**src/rtl/uart_tx_mmio.sv**
```systemverilog
`timescale 1ns/1ps
// Memory-mapped 8N1 UART transmitter: TXDATA/STATUS/BAUDDIV register window,
// byte FIFO and a registered TXD driven by a four-state frame FSM.
module uart_tx_mmio #(
  parameter logic [31:0] BASE_ADDR   = 32'h0000_1000,
  parameter int unsigned DEPTH       = 8,
  parameter logic [15:0] DEFAULT_DIV = 16'd433
) (
  input  logic        CLK,
  input  logic        Reset,
  input  logic        CS,
  input  logic        WE,
  input  logic [31:0] ADDR,
  input  logic [31:0] Data_BUS_WRITE,
  output logic [31:0] Data_BUS_READ,
  output logic        TXD,
  output logic        IRQ
);

  localparam int unsigned AW = $clog2(DEPTH);
  localparam int unsigned CW = AW + 1;

  typedef enum logic [1:0] {StIdle, StStart, StData, StStop} state_e;

  state_e          state_q, state_d;
  logic [2:0]      bit_q, bit_d;
  logic [15:0]     baud_q, baud_d;
  logic [7:0]      shift_q, shift_d;
  logic            txd_q, txd_d;
  logic [15:0]     div_q, div_d;
  logic            ovf_q, ovf_d;
  logic [31:0]     rdata_q, rdata_d;
  logic [AW-1:0]   wr_ptr_q, wr_ptr_d, rd_ptr_q, rd_ptr_d;
  logic [CW-1:0]   count_q, count_d;
  logic [7:0]      mem [DEPTH];

  logic       hit, push_req, push, pop, full, empty, busy, bit_end;
  logic [1:0] offset;
  logic [4:0] count_ext;
  logic       unused_bits;

  assign hit       = CS && (ADDR[31:4] == BASE_ADDR[31:4]);
  assign offset    = ADDR[3:2];
  assign push_req  = hit && WE && (offset == 2'd0);
  assign full      = (count_q == CW'(DEPTH));
  assign empty     = (count_q == '0);
  assign busy      = (state_q != StIdle);
  // Acceptance looks only at the pre-edge count; a same-edge pop does not make room.
  assign push      = push_req && !full;
  assign bit_end   = (baud_q == 16'd0);
  assign count_ext = 5'(count_q);
  assign unused_bits = ^{ADDR[1:0], Data_BUS_WRITE[31:16]};

  // Register file and FIFO bookkeeping.
  always_comb begin
    ovf_d    = ovf_q;
    div_d    = div_q;
    rdata_d  = 32'd0;
    wr_ptr_d = wr_ptr_q;
    rd_ptr_d = rd_ptr_q;
    count_d  = count_q;
    if (hit && WE && (offset == 2'd1) && Data_BUS_WRITE[3]) ovf_d = 1'b0;
    if (push_req && full) ovf_d = 1'b1;
    if (hit && WE && (offset == 2'd2)) div_d = Data_BUS_WRITE[15:0];
    if (hit && !WE) begin
      unique case (offset)
        2'd1:    rdata_d = {19'd0, count_ext, 4'd0, ovf_q, busy, empty, full};
        2'd2:    rdata_d = {16'd0, div_q};
        default: rdata_d = 32'd0;
      endcase
    end
    if (push) wr_ptr_d = wr_ptr_q + AW'(1);
    if (pop)  rd_ptr_d = rd_ptr_q + AW'(1);
    unique case ({push, pop})
      2'b10:   count_d = count_q + CW'(1);
      2'b01:   count_d = count_q - CW'(1);
      default: count_d = count_q;
    endcase
  end

  // Frame FSM; a bit ends on the cycle the baud counter reads zero.
  always_comb begin
    state_d = state_q;
    bit_d   = bit_q;
    baud_d  = baud_q;
    shift_d = shift_q;
    pop     = 1'b0;
    unique case (state_q)
      StIdle: begin
        if (!empty) begin
          pop     = 1'b1;
          shift_d = mem[rd_ptr_q];
          baud_d  = div_q;
          state_d = StStart;
        end
      end
      StStart: begin
        if (bit_end) begin
          state_d = StData;
          bit_d   = 3'd0;
          baud_d  = div_q;
        end else begin
          baud_d = baud_q - 16'd1;
        end
      end
      StData: begin
        if (bit_end) begin
          baud_d  = div_q;
          shift_d = shift_q >> 1;
          if (bit_q == 3'd7) state_d = StStop;
          else               bit_d   = bit_q + 3'd1;
        end else begin
          baud_d = baud_q - 16'd1;
        end
      end
      StStop: begin
        if (bit_end) begin
          if (!empty) begin
            pop     = 1'b1;
            shift_d = mem[rd_ptr_q];
            baud_d  = div_q;
            state_d = StStart;
          end else begin
            state_d = StIdle;
          end
        end else begin
          baud_d = baud_q - 16'd1;
        end
      end
      default: state_d = StIdle;
    endcase
    // TXD follows the next state so the line register changes with the state.
    unique case (state_d)
      StStart: txd_d = 1'b0;
      StData:  txd_d = shift_d[0];
      default: txd_d = 1'b1;
    endcase
  end

  always_ff @(posedge CLK or negedge Reset) begin
    if (!Reset) begin
      state_q  <= StIdle;
      bit_q    <= 3'd0;
      baud_q   <= 16'd0;
      shift_q  <= 8'd0;
      txd_q    <= 1'b1;
      div_q    <= DEFAULT_DIV;
      ovf_q    <= 1'b0;
      rdata_q  <= 32'd0;
      wr_ptr_q <= '0;
      rd_ptr_q <= '0;
      count_q  <= '0;
    end else begin
      state_q  <= state_d;
      bit_q    <= bit_d;
      baud_q   <= baud_d;
      shift_q  <= shift_d;
      txd_q    <= txd_d;
      div_q    <= div_d;
      ovf_q    <= ovf_d;
      rdata_q  <= rdata_d;
      wr_ptr_q <= wr_ptr_d;
      rd_ptr_q <= rd_ptr_d;
      count_q  <= count_d;
    end
  end

  always_ff @(posedge CLK) begin
    if (push) mem[wr_ptr_q] <= Data_BUS_WRITE[7:0];
  end

  assign Data_BUS_READ = rdata_q;
  assign TXD           = txd_q;
  assign IRQ           = empty && !busy;

endmodule

```
**config.mk**
```make
export PLATFORM = sky130hd
export DESIGN_NAME = uart_tx_mmio
export DESIGN_NICKNAME = d
export VERILOG_FILES = /design/src/rtl/uart_tx_mmio.sv
export SDC_FILE = /design/constraint.sdc
export NUM_CORES = 1
export LEC_CHECK = 0
export BUFFER_PORTS_ARGS = -buffer_cell sky130_fd_sc_hd__clkbuf_2
export CAP_MARGIN = 25
export CORE_ASPECT_RATIO = 2
export CORE_UTILIZATION = 57
export CTS_CLUSTER_DIAMETER = 100
export DETAILED_ROUTE_END_ITERATION = 10
export GPL_TIMING_DRIVEN = 0
export HOLD_SLACK_MARGIN = 0.1
export PLACE_DENSITY = 0.78
export SLEW_MARGIN = 40
export SYNTH_ARGS = -nofsm -noshare
export SYNTH_HDL_FRONTEND = slang
export SYNTH_SLANG_ARGS = --single-unit
```
**constraint.sdc**
```tcl
create_clock -name CLK -period 4 [get_ports CLK]
set_input_delay 0.8 -clock CLK [delete_from_list [all_inputs] [get_ports CLK]]
set_output_delay 0.8 -clock CLK [all_outputs]
set_load 0.05 [all_outputs]
```
==> flow_summary.json <==
{
  "syn_avg_cell_area_um2": 12.6,
  "grt_pass1_vias": 4799,
  "routed_wl_um": 14800,
  "ctsHtreeMaxLevel": 4,
  "ys_warn_count": 0,
  "fp.dieH_um": 153,
  "grt_max_degree": 60,
  "peakVddDrop_uv": 375,
  "vias_per_cell": 5.97,
  "slew_viol_final": 0,
  "ys_seq_area_frac": 0.576,
  "ys_ff_latch": 137,
  "worst-setup-path-type": "flip-flop to output port",
  "ioPinCount": 102,
  "gr-usage-all-layers": 0.272,
  "async_flop_share": 0.533,
  "setup_violations": 0,
  "layout_commonest_cell": "dfrtp_1",
  "finalCritPeriodShare": 0.965,
  "finish.utilization": 0.705,
  "synthDistinctLibCells": 56,
  "hold_path_class": "primary input to asynchronous set/reset pin",
  "synth_edf_count": 64,
  "max_slew_margin": 0.420,
  "remaining_drc_errors": 0,
  "hold_violations": 0,
  "rsz0062_at_grt": "no",
  "cts_tree": "yes",
  "outcome": "finished, final reports clean",
  "overflow": 0,
  "clkSinkCount": 137,
  "worst_setup_path_end_kind": "output port",
  "num_rows": 54,
  "worstPathArrival_ns": 3.06,
  "leakage_nw": 3.31,
  "dieWidth_um": 77.6,
  "fin_crit_ns": 3.86,
  "antenna_found_initial": 0,
  "clock-root-buffer": "clkbuf_16",
  "initial_core_util": 0.592,
  "power.density_mw_per_mm2": 518,
  "max_cap_violations": 0,
  "worst_pin_slew_ns": 0.867,
  "die-area_mm2": 0.0119,
  "postCtsSetupBuffers": 0,
  "clock.fmax_mhz": 259,
  "cts_made_buffers": 17,
  "layout_common_cells": "dfrtp_1, clkbuf_2, edfxtp_1",
  "diodes": 0,
  "portBuffers": 67,
  "drt_first_pass_iters": 5,
  "path_max_fanout": 10,
  "drt-initial-drc-count": 275,
  "worstPathRequired_ns": 3.20,
  "vias": 4611,
  "ys.flop_type": "dfrtp_1",
  "synthCells": 516,
  "start_kind": "flip-flop",
  "grt_first_pass_wirelength_um": 24100,
  "cts.repair.resized": 0,
  "avgRoutedWirePerCell_um": 19.2,
  "drive_above_1_share": 0.270,
  "fin_nets": 706,
  "ant_nets": 0,
  "dp_hpwl_um": 11100,
  "syn-cell-area_mm2": 0.00652,
  "cts_hold_buf": 0,
  "clkLatencyLatePin_ns": 0.42,
  "core_mm2": 0.0110,
  "fin_skew_ns": 0.00955,
  "area_growth_pct": 19.1,
  "cts_max_path_buffers": 2,
  "totalNegativeSetupSlack_ns": 0,
  "clkSlewWorstSetupHoldPaths_ns": 0.06,
  "place_congestion": 0.852
}
flip-flops by register name, summed over array words and instances (netlist names), 2 cells and up:
register / cells
Data_BUS_READ: 16
baud_q: 16
rd_ptr_q: 3
mem: 64
div_q: 16
bit_q: 3
shift_q: 8
wr_ptr_q: 3
count_q: 4
state_q: 2
critical path, stage by stage, from the launching register on:
cell and delay (ns):
dfrtp_1 0.36, clkbuf_1 0.19, or4_1 0.64, clkbuf_1 0.22, buf_1 0.34, clkbuf_1 0.38, nor2_1 0.21, clkbuf_2 0.30
per-layer routing:
| metal | GRT usage | vias to the layer above | wire (µm) | share of wire |
|---|---|---|---|---|
| met2 | 0.514 | 155 | 8600 | 0.58 |
| met5 | 0 | - | 0 | 0 |
| met3 | 0.0436 | 40 | 534 | 0.036 |
| li1 | - | 2122 | - | - |
| met1 | 0.269 | 2294 | 4980 | 0.34 |
| met4 | 0.160 | 0 | 695 | 0.047 |
cells by family after synthesis:
logic type	after synthesis	share of synthesized area
AND/OR/NAND/NOR	133	0.105
AO/OA/AOI/OAI	100	0.101
XOR/XNOR	20	0.0269
multiplexers	51	0.109
flip-flops	137	0.576
adder cells (fa/ha/maj)	18	0.0357
buffers and inverters	56	0.0453
other	1	0.000575
metrics by stage:
| step | hold WS (ns) | instances | power, mW | area [µm²] | setup WS (ns) |
|---|---|---|---|---|---|
| finish | 0.229 | 773 | 4.02 | 7760 | 0.141 |
| floorplan | 0.457 | 531 | 2.21 | 6580 | 0.753 |
| detailed placement | 0.498 | 741 | 2.45 | 7160 | 0.221 |
| global route | 0.221 | 773 | 4.18 | 7760 | 0.0198 |
| CTS | 0.222 | 773 | 4.03 | 7760 | 0.169 |
| global placement | 0.489 | 738 | 2.40 | 7090 | 0.106 |
power by group:
group | internal [mW] | switching, mW | total, mW
logic | 0.320 | 0.541 | 0.860
registers | 1.53 | 0.0503 | 1.58
clock network | 0.987 | 0.593 | 1.58
Yosys cell counts, types with 2 or more instances:
cell type  instances  area [µm²]
inv_1             14        52.6
and4_1             2        17.5
nor4b_1            3        26.3
nand4_1            2        12.5
buf_6              3        33.8
nor4_1            10        62.6
a21o_1             2        15.0
or3_1              3        18.8
nand3_1            7        35.0
o22ai_1           14        87.6
nand2b_1           3        18.8
buf_2              2        10.0
mux2i_1           17         170
nor3b_1            3        22.5
dfstp_2            6         158
a22oi_1           24         180
or4_4              2        22.5
nor3_1            14        70.1
mux2_2            19         214
and3_1             8        50.1
buf_1              3        11.3
a21oi_1           23         115
a2bb2oi_1          2        17.5
a221o_1            3        30.0
mux4_2            14         315
xor2_1            11        96.3
o21a_1             2        15.0
o21ai_0            7        35.0
nand2_1           32         120
a22o_1             3        26.3
o31ai_1            2        15.0
or4_1              3        22.5
nor2_1            36         135
buf_4             16         120
ha_1              17         213
xnor2_1            9        78.8
clkbuf_1          17        63.8
dfrtp_1           67        1680
o21ai_1           11        55.1
edfxtp_1          64        1920
final cells by class:
class,instances,area [µm²]
timing repair buffer,70,384
multi-input combinational,338,2550
clock inverter,13,168
inverter,15,56.3
fill,746,3250
buffer,41,239
sequential,137,3760
tap,140,175
clock buffer,19,433
worst paths after layout:
check                                   startpoint                      end  slack, ns  depth (start not counted)
setup / recovery            count_q[0]$_DFFE_PN0P_                      IRQ       0.14                          7
hold / removal                               Reset    div_q[12]$_DFFE_PN0P_       0.23                          1
setup reg to reg               baud_q[0]$_DFF_PN0_   count_q[3]$_DFFE_PN0P_       0.64                         13
hold reg to reg            wr_ptr_q[2]$_DFFE_PN0P_  wr_ptr_q[2]$_DFFE_PN0P_       0.51                          1
max in group asynchronous                    Reset            TXD$_DFF_PN1_       3.20                          2
min in group CLK           wr_ptr_q[2]$_DFFE_PN0P_  wr_ptr_q[2]$_DFFE_PN0P_       0.51                          1
No activity file was read; power rests on OpenSTA's default activity.
